$ cat config.mk
export PLATFORM = sky130hd
export DESIGN_NAME = pht_access_scheduler
export DESIGN_NICKNAME = d
export VERILOG_FILES = /design/src/rtl/pht_sched_pkg.sv /design/src/rtl/pht_access_scheduler_fifo.sv /design/src/rtl/pht_access_scheduler.sv
export SDC_FILE = /design/constraint.sdc
export NUM_CORES = 1
export LEC_CHECK = 0
export CAP_MARGIN = 25
export CELL_PAD_IN_SITES_DETAIL_PLACEMENT = 2
export CELL_PAD_IN_SITES_GLOBAL_PLACEMENT = 2
export CORE_UTILIZATION = 39
export CTS_CLUSTER_SIZE = 12
export DETAILED_ROUTE_END_ITERATION = 6
export PLACE_DENSITY_LB_ADDON = 0.1
export REMOVE_ABC_BUFFERS = 1
export SLEW_MARGIN = 40
export SYNTH_ARGS = -nofsm -noshare
export SYNTH_HDL_FRONTEND = slang
export SYNTH_HIERARCHICAL = 1
export SYNTH_SLANG_ARGS = --single-unit
$ cat constraint.sdc
create_clock -name clk -period 3.15 [get_ports clk]
set_input_delay 0.63 -clock clk [delete_from_list [all_inputs] [get_ports clk]]
set_output_delay 0.63 -clock clk [all_outputs]
set_load 0.01 [all_outputs]
$ cat src/rtl/pht_sched_pkg.sv
// Shared types, FSM state codes and the saturating-counter helper for the
// PHT access scheduler.
package pht_sched_pkg;

    localparam int unsigned ST_W = 2;

    localparam logic [ST_W-1:0] ST_IDLE    = 2'd0;
    localparam logic [ST_W-1:0] ST_RD_WAIT = 2'd1;
    localparam logic [ST_W-1:0] ST_WR      = 2'd2;

    localparam int unsigned PHT_IDX_W = 6;

    // Update entry layout at the default index width
    typedef struct packed {
        logic [PHT_IDX_W-1:0] idx;
        logic                 taken;
    } upd_entry_t;

    // 2-bit saturating counter step
    function automatic logic [1:0] sat_update(input logic [1:0] cnt, input logic taken);
        logic [1:0] res;
        res = cnt;
        if (taken) begin
            if (cnt != 2'b11) res = cnt + 2'b01;
        end else begin
            if (cnt != 2'b00) res = cnt - 2'b01;
        end
        return res;
    endfunction

endpackage

$ cat src/rtl/pht_access_scheduler_fifo.sv
// Small synchronous FIFO buffering resolved-branch updates.
// head_c shows the oldest entry; push is ignored when full, pop when empty.
module pht_upd_fifo #(
    parameter int unsigned W     = 7,
    parameter int unsigned DEPTH = 4
) (
    input  logic         clk,
    input  logic         rst_n,
    input  logic         push,
    input  logic [W-1:0] wdata,
    input  logic         pop,
    output logic [W-1:0] head_c,
    output logic         full_c,
    output logic         empty_c
);

    localparam int unsigned AW = $clog2(DEPTH);

    logic [W-1:0] mem [DEPTH];
    logic [AW:0]  wr_ptr;
    logic [AW:0]  rd_ptr;

    // Pointers carry one wrap bit to tell full from empty
    always_ff @(posedge clk or negedge rst_n) begin
        if (!rst_n) begin
            wr_ptr <= '0;
            rd_ptr <= '0;
        end else begin
            if (push && !full_c) wr_ptr <= wr_ptr + (AW+1)'(1);
            if (pop && !empty_c) rd_ptr <= rd_ptr + (AW+1)'(1);
        end
    end

    // Entry storage, no reset needed
    always_ff @(posedge clk) begin
        if (push && !full_c) mem[wr_ptr[AW-1:0]] <= wdata;
    end

    assign head_c  = mem[rd_ptr[AW-1:0]];
    assign empty_c = (wr_ptr == rd_ptr);
    assign full_c  = (wr_ptr[AW] != rd_ptr[AW]) && (wr_ptr[AW-1:0] == rd_ptr[AW-1:0]);

endmodule

$ cat src/rtl/pht_access_scheduler.sv
// PHT access scheduler: shares one single-port PHT between prediction lookups
// (priority) and buffered read-modify-write updates with a bounded wait.
// Optional macro PHT_FWD_EN: lookups hitting the address of an update waiting
// to write return the pending new value instead of the stale table contents.
module pht_access_scheduler
    import pht_sched_pkg::*;
#(
    parameter int unsigned IDX_W        = 6,
    parameter int unsigned UPD_DEPTH    = 4,
    parameter int unsigned STARVE_LIMIT = 8
) (
    input  logic             clk,
    input  logic             rst_n,
    input  logic             pred_req,
    input  logic [IDX_W-1:0] pred_idx,
    output logic             pred_ready,
    output logic             pred_valid,
    output logic             pred_taken,
    input  logic             upd_valid,
    input  logic [IDX_W-1:0] upd_idx,
    input  logic             upd_taken,
    output logic             upd_ready,
    output logic             upd_busy,
    output logic             pht_en,
    output logic             pht_we,
    output logic [IDX_W-1:0] pht_addr,
    output logic [1:0]       pht_wdata,
    input  logic [1:0]       pht_rdata
);

    localparam int unsigned ENT_W = IDX_W + 1;
    localparam int unsigned SC_W  = $clog2(STARVE_LIMIT + 1);

    typedef struct packed {
        logic [IDX_W-1:0] idx;
        logic             taken;
    } entry_t;

    logic [ST_W-1:0] state;
    logic [ST_W-1:0] state_nxt;
    logic [SC_W-1:0] starve_cnt;
    entry_t          fifo_head_c;
    entry_t          fifo_wdata_c;
    logic            fifo_full_c;
    logic            fifo_empty_c;
    logic            fifo_push_c;
    logic            fifo_pop_c;
    logic            want_c;
    logic            lookup_go_c;
    logic            upd_go_c;
    logic            pred_bit_c;
    logic [IDX_W-1:0] hold_idx;
    logic            hold_taken;
    logic [1:0]      hold_val;
    logic            rd_owner;

    assign fifo_wdata_c = '{idx: upd_idx, taken: upd_taken};

    pht_upd_fifo #(
        .W     (ENT_W),
        .DEPTH (UPD_DEPTH)
    ) u_fifo (
        .clk     (clk),
        .rst_n   (rst_n),
        .push    (fifo_push_c),
        .wdata   (fifo_wdata_c),
        .pop     (fifo_pop_c),
        .head_c  (fifo_head_c),
        .full_c  (fifo_full_c),
        .empty_c (fifo_empty_c)
    );

    // FSM state register
    always_ff @(posedge clk or negedge rst_n) begin
        if (!rst_n) state <= ST_IDLE;
        else        state <= state_nxt;
    end

    // Port arbitration, PHT port drive and next-state logic
    always_comb begin
        state_nxt   = state;
        want_c      = ((state == ST_IDLE) && !fifo_empty_c) || (state == ST_WR);
        pred_ready  = !(want_c && (starve_cnt == SC_W'(STARVE_LIMIT)));
        lookup_go_c = pred_req && pred_ready;
        upd_go_c    = want_c && !lookup_go_c;
        fifo_push_c = upd_valid && !fifo_full_c;
        fifo_pop_c  = upd_go_c && (state == ST_IDLE);
        upd_ready   = !fifo_full_c;
        upd_busy    = !fifo_empty_c || (state != ST_IDLE);
        pht_en      = lookup_go_c || upd_go_c;
        pht_we      = upd_go_c && (state == ST_WR);
        pht_wdata   = hold_val;
        pht_addr    = fifo_head_c.idx;
        if (lookup_go_c)          pht_addr = pred_idx;
        else if (state == ST_WR)  pht_addr = hold_idx;
        case (state)
            ST_IDLE:    if (upd_go_c) state_nxt = ST_RD_WAIT;
            ST_RD_WAIT: state_nxt = ST_WR;
            ST_WR:      if (upd_go_c) state_nxt = ST_IDLE;
            default:    state_nxt = ST_IDLE;
        endcase
    end

    // Update hold registers: head captured at pop, new value computed on read return
    always_ff @(posedge clk or negedge rst_n) begin
        if (!rst_n) begin
            hold_idx   <= '0;
            hold_taken <= 1'b0;
            hold_val   <= 2'b00;
        end else begin
            if (fifo_pop_c) begin
                hold_idx   <= fifo_head_c.idx;
                hold_taken <= fifo_head_c.taken;
            end
            if (state == ST_RD_WAIT) hold_val <= sat_update(pht_rdata, hold_taken);
        end
    end

    // Starvation counter: consecutive cycles the update wanted the port and lost
    always_ff @(posedge clk or negedge rst_n) begin
        if (!rst_n)                   starve_cnt <= '0;
        else if (want_c && !upd_go_c) starve_cnt <= starve_cnt + SC_W'(1);
        else                          starve_cnt <= '0;
    end

`ifdef PHT_FWD_EN
    logic fwd_hit;
    logic fwd_bit;

    // Record a lookup that hits the address of the update waiting to write
    always_ff @(posedge clk or negedge rst_n) begin
        if (!rst_n) begin
            fwd_hit <= 1'b0;
            fwd_bit <= 1'b0;
        end else begin
            fwd_hit <= lookup_go_c && (state == ST_WR) && (pred_idx == hold_idx);
            fwd_bit <= hold_val[1];
        end
    end

    assign pred_bit_c = fwd_hit ? fwd_bit : pht_rdata[1];
`else
    assign pred_bit_c = pht_rdata[1];
`endif

    // Read ownership and registered prediction result
    always_ff @(posedge clk or negedge rst_n) begin
        if (!rst_n) begin
            rd_owner   <= 1'b0;
            pred_valid <= 1'b0;
            pred_taken <= 1'b0;
        end else begin
            rd_owner   <= lookup_go_c;
            pred_valid <= rd_owner;
            pred_taken <= rd_owner && pred_bit_c;
        end
    end

endmodule
# After elaboration in Yosys (flattened, before gate mapping)
# Memories as Yosys holds them, arrays and structs flattened.
# Index checks and enable logic that the tools add are counted.
[classes]
n_eq_ne = 9
mux = 11
n_addsub = 5
reduce_logical = 24
[op_table]
columns = ["cell", "n"]
rows = [
  ["1-bit logical AND", 12],
  ["6-bit 2-to-1 mux", 2],
  ["2-bit 2-to-1 mux", 5],
  ["3-bit by 1-bit adder with 3-bit output (second input constant)", 2],
  ["2-bit != test (second input constant)", 3],
  ["2-bit one-hot mux with 3 select lines", 1],
  ["1-bit logical NOT", 5],
  ["4-bit by 1-bit adder with 4-bit output (second input constant)", 1],
  ["4-bit equality test (second input constant)", 1],
  ["4-bit 2-to-1 mux", 1],
  ["2-bit nonzero test", 2],
  ["3-bit equality test", 1],
  ["1-bit logical OR", 3],
  ["2-bit by 1-bit adder with 2-bit output (second input constant)", 1],
  ["2-bit by 1-bit equality test with 1-bit output (second input constant)", 1],
  ["2-bit equality test", 1],
  ["2-bit equality test (second input constant)", 1],
  ["2-bit logical NOT", 1],
  ["1-bit 2-to-1 mux", 2],
  ["2-bit AND reduction", 1],
  ["2-bit by 1-bit subtractor with 2-bit output (second input constant)", 1],
  ["1-bit != test", 1],
]
[totals]
ff_bits = 24
in_bits = 19
out_inout_bits = 15
n_memories = 1
ramBits = 28
[mem_list]
columns = ["memory", "words", "width", "rd", "rd_ports_with_merged_regs", "wr", "line", "source"]
rows = [
  ["u_fifo.mem", 4, 7, 1, 0, 1, "pht_access_scheduler_fifo.sv:19", "logic [W-1:0] mem [DEPTH];"],
]

# Depth between registers and ports, before layout
# Gate-level depths: netlist of the first run.
[logic_depth]
depth_word = 12
depth_mapped = 8
mapped_depth_nobuf = 7

# Hierarchy
# The synthesis of the first run kept the hierarchy.
[modules_own_cells]
columns = ["mod", "instances", "area_each_um2", "cells_per_inst"]
rows = [
  ["pht_upd_fifo", 1, 1486.4, 85],
  ["pht_access_scheduler", 1, 958.4, 74],
]

# Worst setup path after synthesis of the first run
# Ideal clock, no wire load.
[synth_timing]
path_kind = "register to output"
from = "register u_fifo.rd_ptr[0]"
to = "output port pht_addr[0]"
arrival_time_ps = 1915
path_buffers = 1
path_stages_with_launch = 7
path_slack_ps = 605
cell_sequence = "dfrtp_1 -> buf_6 -> xor2_2 -> nor3_1 -> nor2b_1 -> o31ai_4 -> mux2_2"
[synth_via]
elab_chain_cells = 8
[synth_rtl]
columns = ["item", "line", "source"]
rows = [
  ["start: declaration", "pht_access_scheduler_fifo.sv:21", "logic [AW:0] rd_ptr;"],
  ["start signal: assignment", "pht_access_scheduler_fifo.sv:30", "if (pop && !empty_c) rd_ptr <= rd_ptr + (AW+1)'(1);"],
  ["3-bit equality test", "pht_access_scheduler_fifo.sv:40", "assign empty_c = (wr_ptr == rd_ptr);"],
  ["net fifo_empty_c", "pht_access_scheduler.sv:45", "logic fifo_empty_c;"],
  ["1-bit logical NOT", "pht_access_scheduler.sv:82", "want_c = ((state == ST_IDLE) && !fifo_empty_c) || (state == ST_WR);"],
  ["1-bit logical AND", "pht_access_scheduler.sv:82", ""],
  ["1-bit logical OR", "pht_access_scheduler.sv:82", ""],
  ["1-bit logical AND", "pht_access_scheduler.sv:83", "pred_ready = !(want_c && (starve_cnt == SC_W'(STARVE_LIMIT)));"],
  ["1-bit logical NOT", "pht_access_scheduler.sv:83", ""],
  ["1-bit logical AND", "pht_access_scheduler.sv:84", "lookup_go_c = pred_req && pred_ready;"],
  ["6-bit 2-to-1 mux", "pht_access_scheduler.sv:94", "if (lookup_go_c) pht_addr = pred_idx;"],
  ["end: declaration", "pht_access_scheduler.sv:26", "output logic [IDX_W-1:0] pht_addr,"],
]
# The timed path passes the listed nets, and every way through them passes these cells.

# Worst setup path in the final report of the first run
[layout_timing]
from = "register u_fifo.rd_ptr[0]"
to = "output port pred_ready"
[layout_via]
elab_chain_cells = 6
[layout_rtl]
columns = ["item", "line", "source"]
rows = [
  ["3-bit equality test", "pht_access_scheduler_fifo.sv:40", ""],
  ["net fifo_empty_c", "pht_access_scheduler.sv:45", ""],
  ["1-bit logical NOT", "pht_access_scheduler.sv:82", ""],
  ["1-bit logical AND", "pht_access_scheduler.sv:82", ""],
  ["1-bit logical OR", "pht_access_scheduler.sv:82", ""],
  ["1-bit logical AND", "pht_access_scheduler.sv:83", ""],
  ["1-bit logical NOT", "pht_access_scheduler.sv:83", ""],
  ["end: declaration", "pht_access_scheduler.sv:16", "output logic pred_ready,"],
]
# The timed path passes the listed nets, and every way through them passes these cells.

==> metrics.log, run 1 <==
[metrics] source-to-sink clock delay at the later pin of the worst-skew pair: 0.31 ns
[metrics] DIE HEIGHT: 81.2 microns
[metrics] number of sinks handled by clock tree synthesis: 52
[metrics] transition time of the tightest slew-check pin: 0.797 ns
[metrics] worst hold slack across all endpoints: approximately 0.38 ns
[metrics] Worst Min Path Start: rd_owner
[metrics] initial antenna violation count: 0
[metrics] synthesis-stage register bit count: 52
[metrics] beginning of the worst register-to-register path: u_fifo/wr_ptr[0]
[metrics] via count: 1510
[metrics] number of failing setup endpoints in the final timing report: 0
[metrics] maximum achievable frequency: 331 MHz
[metrics] power consumption: slightly above 3 mW
[metrics] maximum buffer depth of the clock tree: 2
[metrics] final setup slack of the worst path: 0.125 ns
[metrics] reported max-cap violation count: 0
[metrics] outcome: finished clean
[metrics] Mean Syn Cell Area: about 15 sq um
[metrics] HP Class: reg -> reg
[metrics] number of buffers created by CTS: 5
[metrics] minimum clock period: between 3 and 4 ns
[metrics] post-synthesis xor/xnor area fraction: 4.55%
[metrics] largest fanout on the critical path: 3
[metrics] Synth Cell Area: 2440 sq um
[metrics] end of the worst hold path: pred_valid
[metrics] die footprint: 6590 sq um
[metrics] overall routing resource usage: a little under a fifth
[metrics] DRC violation total after the first TritonRoute iteration: 54
[metrics] most numerous cell in the Yosys netlist: edfxtp_1
[metrics] adder-cell share of the synthesized area: 4.40%
[metrics] core outline area: 5990 sq um
[metrics] multiplexer share of the synthesized area: 16.1%
[metrics] 1st-pass router iterations: 4
[metrics] number of placement rows: 28
[metrics] number of hold-repair buffers added at the cts stage: 0
[metrics] # diodes: 0
[metrics] quantity of I/O buffers inserted on ports: 33
[metrics] top cell type's share of synthesized area: around 34%
[metrics] arrival time worst endpoint: 2.40 ns
[metrics] Filler cells: between 500 and 600
[metrics] slack of the worst reg-to-reg path: roughly 0.50 ns
[metrics] CTS root buffer: clkbuf_8
[metrics] global-route wire length before repair: 8.95 mm
[metrics] capturing element type of the critical path: output port
[metrics] Crit Path Category: reg -> out
[metrics] leakage power figure: 1.24 nW
[metrics] IR drop worst, VDD: 344 uV
[metrics] TritonCTS clock tree: built
[metrics] number of vias per cell after detailed routing: 5.30
[metrics] fraction of the mapped netlist area in compound gates: 6.81%
[metrics] DP Wirelength: roughly 4.1 mm
[metrics] Final Instance Area: 3120 sq um
[metrics] simple-gate area share of the yosys netlist: under 10%
[metrics] depth of the worst register-to-register path: 7
[metrics] largest area contributor in the synthesized netlist: edfxtp_1
[metrics] top flip-flop cell by instance count after synthesis: edfxtp_1
[metrics] sequential element share of the synthesized area: 59.0%
[metrics] setup slack after placement: -0.00162 ns
[metrics] setup repair after global routing missed its margin: false
[metrics] largest net degree at the start of global routing: 25
[metrics] Max-Slew Margin vs Limit: around 47%
[metrics] Final Hold Fails: 0
[metrics] fin crit share: a little over nine tenths
[metrics] share of post-route cells with drive strength above 1: between 30% and 40%
[metrics] Placed Area: 2930 sq um
[metrics] number of unique standard cell types used by synthesis: 34
[metrics] fraction of synthesis flops using an asynchronous set or reset pin: 46.2%
[metrics] Clock transition at path regs: 0.10 ns
[metrics] post-detailed-route wirelength per cell: about 20 microns
[metrics] Congestion Overflow GR: 0
[metrics] biggest area contributors in the synthesized netlist: edfxtp_1 (34%), dfrtp_1 (25%), mux2_2 (9.7%), mux4_2 (6.4%), ha_1 (3.6%)
[metrics] synth warn: 6
[metrics] most instantiated cells after synthesis: edfxtp_1 (28), dfrtp_1 (24), mux2_2 (21)
[metrics] detailed-route wire length: 5.72 mm
[metrics] final core occ: 52.2%
[metrics] critical path data required time: 2.52 ns
[metrics] Final #Nets: between 200 and 250
[metrics] reg-to-reg endpoint: u_fifo/mem[3][2]
[metrics] final RePlAce weighted congestion: 0.775
[metrics] number of primary I/O pins: 34
[metrics] maximum level of the CTS H-tree: 2
[metrics] Die Span X: 81.2 microns
[metrics] vias in the first global route: roughly 1700
[metrics] Critical Path Start Type: flop
[metrics] Layout Skew: 0.00450 ns
[metrics] number of nets with antenna violations after detailed routing: 0
[metrics] relative area change from synthesis to final layout: 27.8%
[metrics] dominant combinational cell family by area after synthesis: multiplexers
[metrics] WHS Path Cells: 0
[metrics] starting utilization of the core area: 40.8%
[metrics] Post-synth EDFFs: 28
[metrics] ratio of total power to cell area: 977 nW/um^2
[metrics] Final Max Tran Viols: 0
[metrics] post-detailed-route DRC marker count: 0
[metrics] gate count of the mapped netlist: 159
-- metal layers --
layer / vias to the layer above / part of all wire, % / track usage [%]
li1: 686 / - / -
met1: 781 / 43 / 23.3
met2: 35 / 52 / 33.9
met3: 8 / 3.3 / 3.71
met4: 0 / 1.6 / 6.43
met5: - / 0 / 0
-- cell families (layout without fill, tap and decap cells) --
kind of cell    after synthesis  after routing
simple gates                 27             27
xor+xnor                     11             11
mux                          28             28
flops                        52             52
buf+inv                      14             65
compound gates               18             18
fa+ha+maj                     9              9
-- cell usage in the layout (no fill, tap or decap), drive strengths merged, types with 3 or more instances in the layout --
| master | n |
|---|---|
| edfxtp | 28 |
| clkdlybuf4s50 | 27 |
| dfrtp | 24 |
| mux2 | 21 |
| buf | 14 |
| inv | 13 |
| ha | 7 |
| mux4 | 7 |
| xnor2 | 6 |
| dlymetal6s2s | 6 |
| o31ai | 6 |
| nor2 | 5 |
| clkbuf | 5 |
| xor2 | 5 |
| nand2 | 4 |
| a21oi | 4 |
| nor2b | 4 |
| and3 | 3 |
-- report_power, final --
group	total, mW	internal (mW)	switching [mW]
sequential	1.12	0.943	0.176
combinational	1.52	0.785	0.736
clock	0.413	0.168	0.245
-- area by class of cell --
class / instances / area (sq um) / area share (%)
multi-input combinational: 93 / 983 / 31.5
sequential: 52 / 1450 / 46.3
inverter: 10 / 37.5 / 1.20
timing repair buffer: 47 / 467 / 14.9
clock inverter: 3 / 28.8 / 0.921
tap: 75 / 93.8 / 3.00
clock buffer: 5 / 68.8 / 2.20
-- worst max path at each step --
stage / slack [ns] / start / to
global placement: 0.15 / u_fifo/wr_ptr[2] / pht_addr[2]
finish: 0.12 / u_fifo/rd_ptr[0] / pred_ready
detailed placement: -0.002 / u_fifo/wr_ptr[2] / pht_addr[3]
global route: 0.06 / u_fifo/rd_ptr[0] / pred_ready
floorplan: 0.43 / u_fifo/rd_ptr[0] / pht_addr[0]
CTS: 0.01 / u_fifo/rd_ptr[0] / pht_addr[3]
-- flip-flops by register name, summed over array words and instances (netlist names) --
name	cells
pred_valid	1
pht_wdata	2
rd_owner	1
u_fifo/wr_ptr	3
u_fifo/rd_ptr	3
pred_taken	1
hold_taken	1
hold_idx	6
state	2
starve_cnt	4
u_fifo/mem	28
-- critical path, cell delays in order, from the launching register on --
cell and delay [ns]:
dfrtp_1 0.42, buf_4 0.17, xor2_4 0.16, nor3_2 0.07
nor2b_4 0.14, buf_4 0.16, or3_2 0.47, clkdlybuf4s50_1 0.49
-- metrics by stage --
stage | instances | TNS (ns)
detailed placement | 274 | -0.00162
global placement | 274 | 0
finish | 285 | 0
CTS | 285 | 0
global route | 285 | 0
floorplan | 155 | 0
-- what timing repair did --
action	CTS	global route
buffers inserted	3	0
endpoints found under the hold margin	0	0
gates resized for setup	9	7
pin swaps	2	1
endpoints found under the setup margin	8	6
Note: power is estimated with default switching activity, not from simulation.
==> run 2, diff against run 1 <==
--- a/config.mk
+++ b/config.mk
@@ -13,7 +13,7 @@
 export DETAILED_ROUTE_END_ITERATION = 6
 export PLACE_DENSITY_LB_ADDON = 0.1
 export REMOVE_ABC_BUFFERS = 1
-export SLEW_MARGIN = 40
+export SLEW_MARGIN = 5
 export SYNTH_ARGS = -nofsm -noshare
 export SYNTH_HDL_FRONTEND = slang
 export SYNTH_HIERARCHICAL = 1
==> results of run 2 <==
Same layout as run 1: the final DEF is identical, and so are final timing and power.
